**src/rtl/mem_access_unit.sv**
```systemverilog
// mem_access_unit: memory-side stage behind the control unit.
// Holds MAR/MDR. A rising edge on the level strobes Read/Write starts one
// req/ack transaction on a word-addressed RAM port. Read data is returned
// into MDR, and completion or timeout is reported back to the datapath.
//
// Ports:
//   Clock, Reset          rising-edge clock, async active-high reset
//   BusMuxOut             datapath bus; source for MAR, MDR and write data
//   MARin, MDRin          register load enables
//   Read, Write           level strobes; a transaction starts on the rising edge
//   MDataOut              MDR contents
//   MemBusy               high while a transaction is in progress
//   MemDone               one-cycle completion pulse
//   MemErr                one-cycle error pulse (timeout, collision, strobe while busy)
//   mem_req/we/addr/wdata request side of the RAM port
//   mem_rdata, mem_ack    response side of the RAM port
module mem_access_unit #(
  parameter int unsigned ADDR_WIDTH = 9,
  parameter int unsigned DATA_WIDTH = 32,
  parameter int unsigned TIMEOUT    = 16
) (
  input  logic                  Clock,
  input  logic                  Reset,
  input  logic [DATA_WIDTH-1:0] BusMuxOut,
  input  logic                  MARin,
  input  logic                  MDRin,
  input  logic                  Read,
  input  logic                  Write,
  output logic [DATA_WIDTH-1:0] MDataOut,
  output logic                  MemBusy,
  output logic                  MemDone,
  output logic                  MemErr,
  output logic                  mem_req,
  output logic                  mem_we,
  output logic [ADDR_WIDTH-1:0] mem_addr,
  output logic [DATA_WIDTH-1:0] mem_wdata,
  input  logic [DATA_WIDTH-1:0] mem_rdata,
  input  logic                  mem_ack
);

  localparam int unsigned CountWidth = $clog2(TIMEOUT);
  localparam logic [CountWidth-1:0] CountLast = CountWidth'(TIMEOUT - 1);

  typedef enum logic [1:0] {StIdle, StReq, StDone} state_e;

  state_e                state_q, state_d;
  logic [ADDR_WIDTH-1:0] mar_q, mar_d;
  logic [DATA_WIDTH-1:0] mdr_q, mdr_d;
  logic [ADDR_WIDTH-1:0] addr_q, addr_d;
  logic                  we_q, we_d;
  logic                  req_q, req_d;
  logic [CountWidth-1:0] count_q, count_d;
  logic                  read_q, write_q;
  logic                  err_q, err_d;
  logic                  err_pend_q, err_pend_d;
  logic                  rd_go, wr_go, err_event;

  assign rd_go = Read & ~read_q;
  assign wr_go = Write & ~write_q;

  always_comb begin
    state_d   = state_q;
    mar_d     = MARin ? BusMuxOut[ADDR_WIDTH-1:0] : mar_q;
    mdr_d     = mdr_q;
    addr_d    = addr_q;
    we_d      = we_q;
    req_d     = req_q;
    count_d   = count_q;
    err_event = 1'b0;

    // Lowest-precedence MDR source; overridden below by transaction captures.
    if (MDRin && !Read && state_q == StIdle) mdr_d = BusMuxOut;

    unique case (state_q)
      StIdle: begin
        if (rd_go && wr_go) begin
          err_event = 1'b1;
        end else if (rd_go || wr_go) begin
          addr_d  = mar_q;
          we_d    = wr_go;
          req_d   = 1'b1;
          count_d = '0;
          state_d = StReq;
          if (wr_go) mdr_d = BusMuxOut;
        end
      end
      StReq: begin
        err_event = rd_go | wr_go;
        if (mem_ack) begin
          if (!we_q) mdr_d = mem_rdata;
          req_d   = 1'b0;
          state_d = StDone;
        end else if (count_q == CountLast) begin
          req_d     = 1'b0;
          err_event = 1'b1;
          state_d   = StIdle;
        end else begin
          count_d = count_q + 1'b1;
        end
      end
      StDone: begin
        err_event = rd_go | wr_go;
        state_d   = StIdle;
      end
      default: state_d = StIdle;
    endcase

    // An error raised on the cycle that enters DONE is deferred one cycle so
    // MemErr and MemDone never overlap.
    err_d      = (err_event | err_pend_q) & (state_d != StDone);
    err_pend_d = (err_event | err_pend_q) & (state_d == StDone);
  end

  always_ff @(posedge Clock or posedge Reset) begin
    if (Reset) begin
      state_q    <= StIdle;
      mar_q      <= '0;
      mdr_q      <= '0;
      addr_q     <= '0;
      we_q       <= 1'b0;
      req_q      <= 1'b0;
      count_q    <= '0;
      read_q     <= 1'b0;
      write_q    <= 1'b0;
      err_q      <= 1'b0;
      err_pend_q <= 1'b0;
    end else begin
      state_q    <= state_d;
      mar_q      <= mar_d;
      mdr_q      <= mdr_d;
      addr_q     <= addr_d;
      we_q       <= we_d;
      req_q      <= req_d;
      count_q    <= count_d;
      read_q     <= Read;
      write_q    <= Write;
      err_q      <= err_d;
      err_pend_q <= err_pend_d;
    end
  end

  assign MDataOut  = mdr_q;
  assign MemBusy   = (state_q != StIdle);
  assign MemDone   = (state_q == StDone);
  assign MemErr    = err_q;
  assign mem_req   = req_q;
  assign mem_we    = we_q;
  assign mem_addr  = addr_q;
  assign mem_wdata = mdr_q;

endmodule

```
**config.mk**
```make
export PLATFORM = sky130hd
export DESIGN_NAME = mem_access_unit
export DESIGN_NICKNAME = d
export VERILOG_FILES = /design/src/rtl/mem_access_unit.sv
export SDC_FILE = /design/constraint.sdc
export NUM_CORES = 1
export LEC_CHECK = 0
export BUFFER_PORTS_ARGS = -buffer_cell sky130_fd_sc_hd__buf_2
export CORE_MARGIN = 2
export CORE_UTILIZATION = 49
export CTS_BUF_LIST = sky130_fd_sc_hd__clkbuf_8 sky130_fd_sc_hd__clkbuf_16
export CTS_CLUSTER_DIAMETER = 30
export CTS_CLUSTER_SIZE = 14
export DETAILED_ROUTE_END_ITERATION = 6
export GPL_TIMING_DRIVEN = 0
export PLACE_DENSITY = 0.84
export SETUP_SLACK_MARGIN = 0.4
export SLEW_MARGIN = 20
export SYNTH_ARGS = -nofsm -noshare
export SYNTH_HDL_FRONTEND = slang
export SYNTH_SLANG_ARGS = --single-unit
```
**constraint.sdc**
```tcl
create_clock -name Clock -period 2.4 [get_ports Clock]
set_input_delay 0.24 -clock Clock [delete_from_list [all_inputs] [get_ports Clock]]
set_output_delay 0.24 -clock Clock [all_outputs]
set_load 0.05 [all_outputs]
```
Word level (Yosys, flattened, before mapping)
Cells that the tools add are included.

Register bits after elaboration: 62. Word-level logic and storage cells: 68. Input port bits: 71. Output and inout bits: 78.

Reduce and logical (&&, ||, !) cells: 11. Mux-type cells: 26. Bitwise logic cells: 9. Equality and inequality tests: 10. Add/subtract/negate cells: 1.

Operator list (count): $mux 32 (6); $pmux 32 s2 (1); $mux 4 (4); $mux 2 (4); $ne 2x2->1 const B (4); $pmux 4 s2 (1); $mux 1 (7); $reduce_and 5->1 (1); $add 4x1->4 const B (1); $and 1x1->1 (4); $eq 2x2->1 const B (2); $eq 4x4->1 const B (1); $pmux 2 s2 (1); $reduce_and 4->1 (1); $reduce_bool 2->1 (2); $logic_and 1x1->1 (3); $ne 3x3->1 const B (1); $not 1->1 (3); $pmux 1 s3 (1); $reduce_and 3->1 (1); $eq 2x1->1 const B (1); $logic_not 2->1 (1); $ne 2x1->1 const B (1); $or 1x1->1 (2); other kinds (3) (3).

Logic depth before layout (Yosys ltp)
Gate-level depths: netlist of the first run.

Word-level depth: 8. Depth in mapped cells: 6. Mapped depth without buffers: 5.

Worst setup path before layout of the first run
No wires, ideal clock.

Path type: reg2reg. From: reg state_q[0]. To: reg addr_q[0], in the netlist mem_addr[0]. Data required time: 2.275 ns. Stages on the path, launching flop included: 5. Buffers on the path: 0. Data arrival time: 1.580 ns. Setup slack: 0.695 ns. Library setup time: 0.125 ns. Period minus slack after synthesis: 1.705 ns. Cell sequence: dfrtp_1 -> nor2_1 -> inv_1 -> nor2_4 -> mux2_2.

Longest elaborated chain between the ends: 2.

Ends and longest elaborated chain: start: declaration (line 46) `state_e state_q, state_d;`; start signal: assignment (line 116) `state_q <= StIdle;`; start signal: assignment (line 128) `state_q <= state_d;`; $logic_not 2->1 (line 74) `unique case (state_q)`; $reduce_and 3->1 (no line); end signal: assignment (line 131) `addr_q <= addr_d;`; end: declaration (line 49) `logic [ADDR_WIDTH-1:0] addr_q, addr_d;`.

Every way passes these cells. A chain may end at the register's enable or synchronous reset.

Worst setup path in the final report of the first run
From: reg state_q[0]. To: reg mdr_q[18], in the netlist MDataOut[18].

Longest elaborated chain between the ends: 7. Elaborated cells between the ends (all ways): 10. Classes of those cells: eq/ne: 1; mux: 7; reduce/logical: 2.

Ends and longest elaborated chain: $logic_not 2->1 (line 72, 74); $logic_and 1x1->1 (line 72) `if (MDRin && !Read && state_q == StIdle) mdr_d = BusMuxOut;`; $mux 32 (line 72); $mux 32 (line 84) `if (wr_go) mdr_d = BusMuxOut;`; $mux 32 (line 78) `end else if (rd_go || wr_go) begin`; $mux 32 (line 76) `if (rd_go && wr_go) begin`; $pmux 32 s2 * (line 74); net mdr_d[18] (line 48) `logic [DATA_WIDTH-1:0] mdr_q, mdr_d;`; end signal: assignment (line 130) `mdr_q <= mdr_d;`; end: declaration (line 48).

The timed path passes the listed nets; every way through them passes the cells marked *.

==> results_dict.tcl, run 1 <==
set metrics [dict create \
    syn_nets 475 \
    cp_num_cells 5 \
    h-tree-depth 3 \
    final_layout_size_suffix_gt1_frac 0.408 \
    area_delta_synth_final_pct 28.7 \
    synth_top_family_by_area "simple AND/OR/NAND/NOR gates" \
    worstHoldStart "Write" \
    fin_crit_sh 0.773 \
    p_sw_mw 4.39 \
    crit_chain "nor2_1 -> nand3_1 -> clkbuf_1 -> and3_1 -> o22ai_1" \
    clockBufferDepth 2 \
    slew_violations 0 \
    grt_max_degree 44 \
    crit_path_start_kind "flop" \
    clk_pin_slew_ns 0.07 \
    synthDistinctLibCells 32 \
    synth-warning-count 0 \
    cpLargestDelayFamily "simple AND/OR/NAND/NOR gates" \
    synth-seq-cells 62 \
    power_density_nw_per_um2 1630 \
    firstDrtPassIters 5 \
    synth-xor-area-share 0.00709 \
    core_um2 7290 \
    cp_slowest_cell "dfrtp_1" \
    status "finished, final reports clean" \
    synthSimpleGateAreaFrac 0.193 \
    std_cell_rows 31 \
    netlist_instances 403 \
    cp.buffers_inverters 1 \
    dp_hpwl_um 8200 \
    dp_cells 650 \
    worstHoldEndpoint "write_q" \
    syn_area_um2 3700 \
    crit_fanout 10 \
    final_cells 667 \
    regToRegStartpoint "state_q[0]" \
    vdd_drop_max_v 0.000728 \
    die_w_um 91.0 \
    antenna_found_initial 0 \
    cts_tree "done" \
    hp-class "in -> reg" \
    yosys.area.top_type "dfrtp_1" \
    r2r_end "MDataOut[18]" \
    grt_pass1_wl_um 17900 \
    clock_latency_ns 0.35 \
    portBuffers 147 \
    p_comb_frac 0.658 \
    ff2ff_setup_slack_ns 0.54 \
    cts_sinks 62 \
    power_frac_seq 0.239 \
    overflow 0 \
    synthMuxAreaShare 0.0709 \
    wl_um 11400 \
    cts_setup_buffers 0 \
    num_vias 3777 \
    total_power_mw 7.80 \
    io_pins 149 \
    switching_share 0.564 \
    cts_made_buffers 9 \
    period_needed_ns 1.86 \
    max_stage_delay_ns 0.47 \
    routedWlPerCell_um 17.0 \
    max_cap_violations 0 \
    netlist_top_cells_area "dfrtp_1 (42%), buf_4 (6.7%), a211oi_1 (6.5%)" \
    finalSetupTns_ns 0 \
    synth.top_cell.area_share 0.419 \
    worst_pin_slew_ns 0.571 \
    stdcell_area_um2 4770 \
    regArea_um2 1550 \
    antenna_cells 0 \
    drtAntennaViolNets 0 \
    place_area_um2 4590 \
    grt_pass1_vias 3636 \
    via_per_inst 5.66 \
    critical_path_class "reg -> reg" \
    syn_area_per_cell_um2 9.19 \
    cts_root_buf "clkbuf_8" \
    holdPathStages 1 \
    drc_errors 0 \
    max_freq_mhz 539 \
    place_congestion 0.855 \
    slew_headroom 0.619 \
    die_h_um 91.0 \
    finalSetupViolCount 0 \
    initial_core_util 0.508 \
    fin_nets 635 \
    multi_input_area_um2 1730 \
    power.leakage_nw 2.32 \
    fillCellCount 652 \
    cp-end-kind "flop" \
    crit_arrival_ns 2.11 \
    fin_skew_ns 0.00940 \
    crit_required_ns 2.66 \
    dieArea_um2 8270 \
    clkPwrFrac 0.103 \
    ys_seq_area_frac 0.419 \
    final-hold-violation-count 0 \
    grt_util_all_layers 0.272 \
    rsz0062_at_grt "false" \
    rr_worst_depth 5 \
    drt_iter0_drc 244 \
    p_int_mw 3.40 \
    synth_compound_area_frac 0.189 \
    yosys.area_share.adder 0.00608 \
]
==> worst max-delay path by stage <==
stage | start | to | slack (ns)
after CTS | state_q[0] | MDataOut[26] | 0.58
final | state_q[0] | MDataOut[18] | 0.54
after floorplan | Reset | MDataOut[0] | 0.62
after global placement | Reset | MDataOut[12] | -0.22
after detailed placement | Write | MDataOut[19] | 0.52
after global routing | state_q[0] | MDataOut[18] | 0.45
==> cell usage in the layout, fill, tap and decap left out, types with 6 or more instances in the layout <==
cell / count
mux2_2: 18
buf_2: 154
clkbuf_1: 15
o21ai_0: 37
dfrtp_1: 62
clkbuf_8: 9
o22ai_1: 33
nor2_1: 34
buf_4: 33
mux2i_1: 6
and3_1: 28
nand2_1: 28
nor2b_1: 33
buf_6: 6
a211oi_1: 32
==> sequential cells by signal, indices dropped and copies added, names as in the netlist <==
register,flops
MDataOut,32
write_q,1
state_q,2
mem_we,1
mar_q,9
read_q,1
MemErr,1
err_pend_q,1
mem_addr,9
mem_req,1
count_q,4
==> per-layer routing <==
layer / track usage / vias up / wire length, um
li1: - / 1736 / -
met1: 0.358 / 1818 / 4660
met2: 0.438 / 197 / 5510
met3: 0.0589 / 26 / 935
met4: 0.106 / 0 / 255
met5: 0 / - / 0
==> cell type report <==
type / count / share of cell area
Tap cell: 99 / 0.0260
Clock buffer: 9 / 0.0260
Timing Repair Buffer: 149 / 0.162
Multi-Input combinational cell: 275 / 0.362
Buffer: 61 / 0.0853
Clock inverter: 7 / 0.00866
Sequential cell: 62 / 0.325
Inverter: 5 / 0.00446
==> cells in the mapped netlist <==
| library cell | instances |
|---|---|
| dfrtp_1 | 62 |
| o21ai_0 | 37 |
| nor2_1 | 34 |
| buf_4 | 33 |
| nor2b_1 | 33 |
| o22ai_1 | 33 |
| a211oi_1 | 32 |
| and3_1 | 28 |
| nand2_1 | 28 |
| mux2_2 | 18 |
| clkbuf_1 | 15 |
| buf_2 | 7 |
| buf_6 | 6 |
| mux2i_1 | 6 |
| inv_1 | 5 |
| nand2b_1 | 4 |
| nand3_1 | 4 |
| a21oi_1 | 2 |
| and2b_1 | 2 |
| xor2_1 | 2 |
| a311o_1 | 1 |
| a31oi_1 | 1 |
| a31oi_4 | 1 |
| ha_1 | 1 |
| maj3_1 | 1 |
| nor2_4 | 1 |
| nor3_1 | 1 |
| nor4b_4 | 1 |
| o21ai_1 | 1 |
| o22a_1 | 1 |
| o31a_1 | 1 |
| xnor2_1 | 1 |
==> timing repair <==
action                    in CTS  in global routing
resized for setup              0                  0
hold endpoints to repair      19                  0
hold buffers                   1                  0
==> metrics by stage <==
stage                     hold slack (ns)   util  setup slack (ns)
after detailed placement            0.220  0.630             0.516
after global routing              0.00881  0.654             0.450
after floorplan                     0.271      -             0.619
after CTS                         0.00590  0.654             0.582
after global placement              0.362  0.626            -0.225
final                              0.0138  0.654             0.544
==> power by group through the flow <==
stage | Combinational (mW) | Clock [mW] | Sequential (mW)
after CTS | 5.12 | 0.813 | 1.85
final | 5.13 | 0.804 | 1.86
after global placement | 5.00 | 0 | 1.82
after floorplan | 2.75 | 0 | 3.09
after detailed placement | 5.10 | 0 | 1.87
after global routing | 5.42 | 0.861 | 1.92
==> cells by family (layout without fill, tap and decap cells) <==
logic type	Yosys count	count (layout)
adders and majority gates	2	2
xor gates and xnor gates	3	3
AOI/OAI and AO/OA	110	110
buffers and inverters	66	231
muxes	24	24
DFF	62	62
and+or+nand+nor	136	136
==> worst reg2reg max path, cell delays in order (launching register included) <==
cell and delay, ns:
dfrtp_1 0.47, nor2_1 0.31, nand3_1 0.33, clkbuf_1 0.31
and3_1 0.23, o22ai_1 0.13
(Power assumes the default switching activity.)
==> run 2: changes to the inputs <==
==> constraint.sdc (replaced) <==
create_clock -name Clock -period 1.8 [get_ports Clock]
set_input_delay 0.18 -clock Clock [delete_from_list [all_inputs] [get_ports Clock]]
set_output_delay 0.18 -clock Clock [all_outputs]
set_load 0.05 [all_outputs]
==> results_dict.tcl, run 2 (synthesis gave the netlist of run 1 again) <==
set metrics [dict create \
    grt_util_all_layers 0.288 \
    endpoint "MDataOut[23]" \
    cp.buffers_inverters 4 \
    r2r_end "MDataOut[23]" \
    die_h_um 91.0 \
    clockBufferDepth 2 \
    h-tree-depth 3 \
    cpLargestDelayFamily "buffers and inverters" \
    finalSetupViolCount 0 \
    cp_common_cell "buf_12" \
    fin_nets 671 \
    max_stage_delay_ns 0.50 \
    finalSetupTns_ns 0 \
    area_delta_synth_final_pct 52.8 \
    period_needed_ns 1.72 \
    max_cap_violations 0 \
    hp-class "in -> reg" \
    cts_made_buffers 9 \
    worst_pin_slew_ns 0.565 \
    cts_tree "done" \
    std_cell_rows 31 \
    ff2ff_setup_slack_ns 0.08 \
    slew_violations 0 \
    crit_arrival_ns 1.99 \
    portBuffers 147 \
    clock_latency_ns 0.35 \
    status "finished, final reports clean" \
    die_w_um 91.0 \
    cts_sinks 62 \
    cp_num_cells 7 \
    slew_headroom 0.623 \
    antenna_found_initial 0 \
    max_freq_mhz 580 \
    rr_worst_depth 7 \
    pre_cts_ws_ns -0.0942 \
    drt_iter0_drc 314 \
    firstDrtPassIters 5 \
    io_pins 149 \
    dp_hpwl_um 8270 \
    grt_pass1_wl_um 19300 \
    cp_slowest_cell "dfrtp_2" \
    power_density_nw_per_um2 2060 \
    cts_root_buf "clkbuf_8" \
    antenna_cells 0 \
    core_um2 7290 \
    rsz0062_at_grt "true" \
    clk_pin_slew_ns 0.08 \
    routedWlPerCell_um 19.1 \
    crit_required_ns 2.06 \
    dieArea_um2 8270 \
    crit_start "state_q[0]" \
    grt_pass1_vias 3847 \
    fin_skew_ns 0.0117 \
    drtAntennaViolNets 0 \
    overflow 0 \
    largest_reg_flops 32 \
    stdcell_area_um2 5660 \
    vdd_drop_max_v 0.00130 \
    grt_max_degree 32 \
    place_congestion 0.831 \
    total_power_mw 11.6 \
    via_per_inst 5.90 \
    fin_crit_sh 0.958 \
    crit_chain "nor4b_4 -> buf_6 -> buf_12 -> buf_12 -> clkbuf_16 -> a211oi_2 -> o22ai_1" \
    regToRegStartpoint "state_q[0]" \
    wl_um 13400 \
    power.leakage_nw 2.72 \
    crit_fanout 6 \
    critical_path_class "reg -> reg" \
    setup_ws_ns 0.0759 \
    cp-end-kind "flop" \
    final_cell_mix "buf_2 (150), dfrtp_1 (59), buf_4 (53), o21ai_0 (35)" \
    num_vias 4147 \
    final_layout_size_suffix_gt1_frac 0.543 \
    crit_path_start_kind "flop" \
    place_area_um2 4760 \
    initial_core_util 0.508 \
    final_common_cell "buf_2" \
    final-hold-violation-count 0 \
    drc_errors 0 \
]
run 2: worst min path at each step:
stage,start,to,slack (ns),depth (start not counted)
CTS,Read,read_q,0.01,1
floorplan,Read,read_q,0.21,0
global route,Read,read_q,0.02,1
global placement,Write,write_q,0.30,1
detailed placement,Reset,mar_q[6],0.22,2
finish,Read,read_q,0.03,1
run 2: timing repair:
action / in CTS / in global routing
pin swaps: 18 / 28
gates cloned: 2 / 3
endpoints found under the setup margin: 49 / 51
buffers inserted: 19 / 10
endpoints found under the hold margin: 15 / 0
resized for setup: 40 / 47
hold buffers: 2 / 0
run 2: metal layers:
metal / vias up / wire length [um] / GRT usage
met5: - / 0 / 0
met3: 51 / 1010 / 0.0498
met1: 2038 / 5230 / 0.372
met4: 0 / 495 / 0.107
li1: 1796 / - / -
met2: 262 / 6710 / 0.485
run 2: per-stage QoR:
step | hold slack, ns | cells | utilization
floorplan | 0.211 | 403 | -
global placement | 0.302 | 649 | 0.646
detailed placement | 0.216 | 651 | 0.653
CTS | 0.0142 | 690 | 0.734
global route | 0.0212 | 703 | 0.776
finish | 0.0285 | 703 | 0.776
run 2: report_power, final:
group / switching [mW] / internal [mW]
Clock: 0.625 / 0.784
Combinational: 5.08 / 2.64
Sequential: 0.571 / 1.95
run 2: worst register-to-register path: cells and delay by family, from the launching register on:
family          cells  cell delay, ns
simple gates        1            0.31
buf+inv             4            0.59
compound gates      2            0.25
flops               1            0.50
run 2: final cells by class:
class                      count  area (um2)
buffer                        61         487
clock buffer                   9         124
clock inverter                 7        97.6
fill                         506        1630
inverter                       5        27.5
multi-input combinational    275        2040
sequential                    62        1560
tap                           99         124
timing repair buffer         185        1200
==> run 3: changes to the inputs <==
--- a/config.mk
+++ b/config.mk
@@ -5,6 +5,7 @@
 export SDC_FILE = /design/constraint.sdc
 export NUM_CORES = 1
 export LEC_CHECK = 0
+export ABC_CLOCK_PERIOD_IN_PS = 1800
 export BUFFER_PORTS_ARGS = -buffer_cell sky130_fd_sc_hd__buf_2
 export CORE_MARGIN = 2
 export CORE_UTILIZATION = 49
@@ -13,6 +14,7 @@
 export CTS_CLUSTER_SIZE = 14
 export DETAILED_ROUTE_END_ITERATION = 6
 export GPL_TIMING_DRIVEN = 0
+export MAX_ROUTING_LAYER = met4
 export PLACE_DENSITY = 0.84
 export SETUP_SLACK_MARGIN = 0.4
 export SLEW_MARGIN = 20
==> results_dict.tcl, run 3 (synthesis gave the netlist of run 1 again) <==
set metrics [dict create \
    finalSetupViolCount 0 \
    r2r_end "MDataOut[23]" \
    status "finished, final reports clean" \
    place_area_um2 4760 \
    critical_path_class "reg -> reg" \
    area_delta_synth_final_pct 53.8 \
    dp_cells 651 \
    grt_util_all_layers 0.297 \
    num_vias 4131 \
    antenna_found_initial 0 \
    final_cell_mix "buf_2 (149), dfrtp_1 (59), buf_4 (58), o21ai_0 (35)" \
    worstHoldEndpoint "read_q" \
    ff2ff_setup_slack_ns 0.11 \
    cts_tree "done" \
    portBuffers 147 \
    crit_chain "nor4b_4 -> buf_6 -> buf_12 -> buf_12 -> clkbuf_16 -> a211oi_2 -> o22ai_1" \
    final_common_cell "buf_2" \
    cp.buffers_inverters 4 \
    grt_pass1_wl_um 19300 \
    cp_common_cell "buf_12" \
    power.leakage_nw 2.74 \
    via_per_inst 5.84 \
    h-tree-depth 3 \
    regToRegStartpoint "state_q[0]" \
    power_density_nw_per_um2 2050 \
    cp_slowest_cell "dfrtp_2" \
    routedWlPerCell_um 18.7 \
    firstDrtPassIters 7 \
    cts_made_buffers 9 \
    grt_max_degree 32 \
    overflow 0 \
    cp-end-kind "flop" \
    antenna_cells 0 \
    cpLargestDelayFamily "buffers and inverters" \
    grt_pass1_vias 3851 \
    multi_input_area_um2 2040 \
    place_congestion 0.844 \
    max_freq_mhz 590 \
    max_cap_violations 0 \
    slew_violations 0 \
    p_int_mw 5.43 \
    crit_required_ns 2.06 \
    power_frac_seq 0.216 \
    fin_nets 675 \
    clk_pin_slew_ns 0.08 \
    worstHoldStart "Read" \
    dieArea_um2 8270 \
    initial_core_util 0.508 \
    cts_sinks 62 \
    drtAntennaViolNets 0 \
    rr_worst_depth 7 \
    wl_um 13200 \
    fin_skew_ns 0.0120 \
    period_needed_ns 1.69 \
    crit_path_start_kind "flop" \
    worst_pin_slew_ns 0.545 \
    hp-class "in -> reg" \
    largest_reg_flops 32 \
    p_comb_frac 0.664 \
    clockBufferDepth 2 \
    final-hold-violation-count 0 \
    final_layout_size_suffix_gt1_frac 0.548 \
    die_w_um 91.0 \
    core_um2 7290 \
    clock_latency_ns 0.35 \
    max_stage_delay_ns 0.50 \
    stdcell_area_um2 5700 \
    cts_root_buf "clkbuf_8" \
    p_sw_mw 6.27 \
    regArea_um2 1560 \
    holdPathStages 1 \
    vdd_drop_max_v 0.00123 \
    fin_crit_sh 0.941 \
    crit_fanout 6 \
    drt_iter0_drc 313 \
    final_cells 707 \
    std_cell_rows 31 \
    io_pins 149 \
    clkPwrFrac 0.120 \
    dp_hpwl_um 8270 \
    fillCellCount 486 \
    drc_errors 0 \
    die_h_um 91.0 \
    rsz0062_at_grt "true" \
    crit_arrival_ns 1.95 \
    slew_headroom 0.637 \
    switching_share 0.536 \
]
run 3: cell count changes in the layout (fill, tap and decap cells not counted), sizes merged:
cell  change
buf       +4
run 3: worst max path at each step:
stage	startpoint	to	slack (ns)	cells past startpoint
6_report	state_q[0]	MDataOut[23]	0.11	7
5_1_grt	state_q[0]	MDataOut[13]	0.05	7
4_1_cts	state_q[1]	MDataOut[24]	0.17	7
3_5_place_dp	Write	MDataOut[18]	-0.09	7
3_3_place_gp	Write	MDataOut[18]	-0.06	7
2_1_floorplan	state_q[1]	MDataOut[18]	0.31	6
run 3: layout make-up:
class	instances	area share
Sequential cell	62	0.273
Clock inverter	7	0.0171
Buffer	61	0.0854
Timing Repair Buffer	189	0.217
Clock buffer	9	0.0217
Inverter	5	0.00483
Tap cell	99	0.0217
Multi-Input combinational cell	275	0.359
run 3: worst reg2reg max path, stage by stage, from the launching register on:
cell       delay (ns)
dfrtp_2          0.50
nor4b_4          0.28
buf_6            0.19
buf_12           0.14
buf_12           0.12
clkbuf_16        0.14
a211oi_2         0.05
o22ai_1          0.19
run 3: what timing repair did:
item	in CTS	in global routing
setup buffers	19	15
pin swaps	18	29
cloned	2	2
endpoints found under the setup margin	49	51
hold buffers	2	0
hold endpoints to repair	15	0
resized for setup	40	48
run 3: per-stage QoR:
step | setup slack [ns] | hold WS [ns] | setup TNS (ns) | util | total power, mW
2_1_floorplan | 0.311 | 0.211 | 0 | - | 7.98
3_3_place_gp | -0.0618 | 0.302 | -1.10 | 0.646 | 9.29
3_5_place_dp | -0.0942 | 0.216 | -1.37 | 0.653 | 9.50
4_1_cts | 0.165 | 0.0142 | 0 | 0.734 | 11.2
5_1_grt | 0.0528 | 0.0188 | 0 | 0.781 | 12.1
6_report | 0.106 | 0.0260 | 0 | 0.781 | 11.7
run 3: metal layers:
layer	track usage	routed length, um	up-vias
met5	-	0	-
met1	0.379	5090	1999
met4	0.111	411	0
met2	0.485	6650	266
met3	0.0407	1050	46
li1	-	-	1820
run 3: power groups by stage:
stage / combinational, mW / clock, mW / sequential, mW
2_1_floorplan: 3.85 / 0 / 4.13
3_3_place_gp: 6.84 / 0 / 2.45
3_5_place_dp: 7.00 / 0 / 2.50
4_1_cts: 7.30 / 1.39 / 2.47
5_1_grt: 8.09 / 1.46 / 2.58
6_report: 7.77 / 1.40 / 2.52
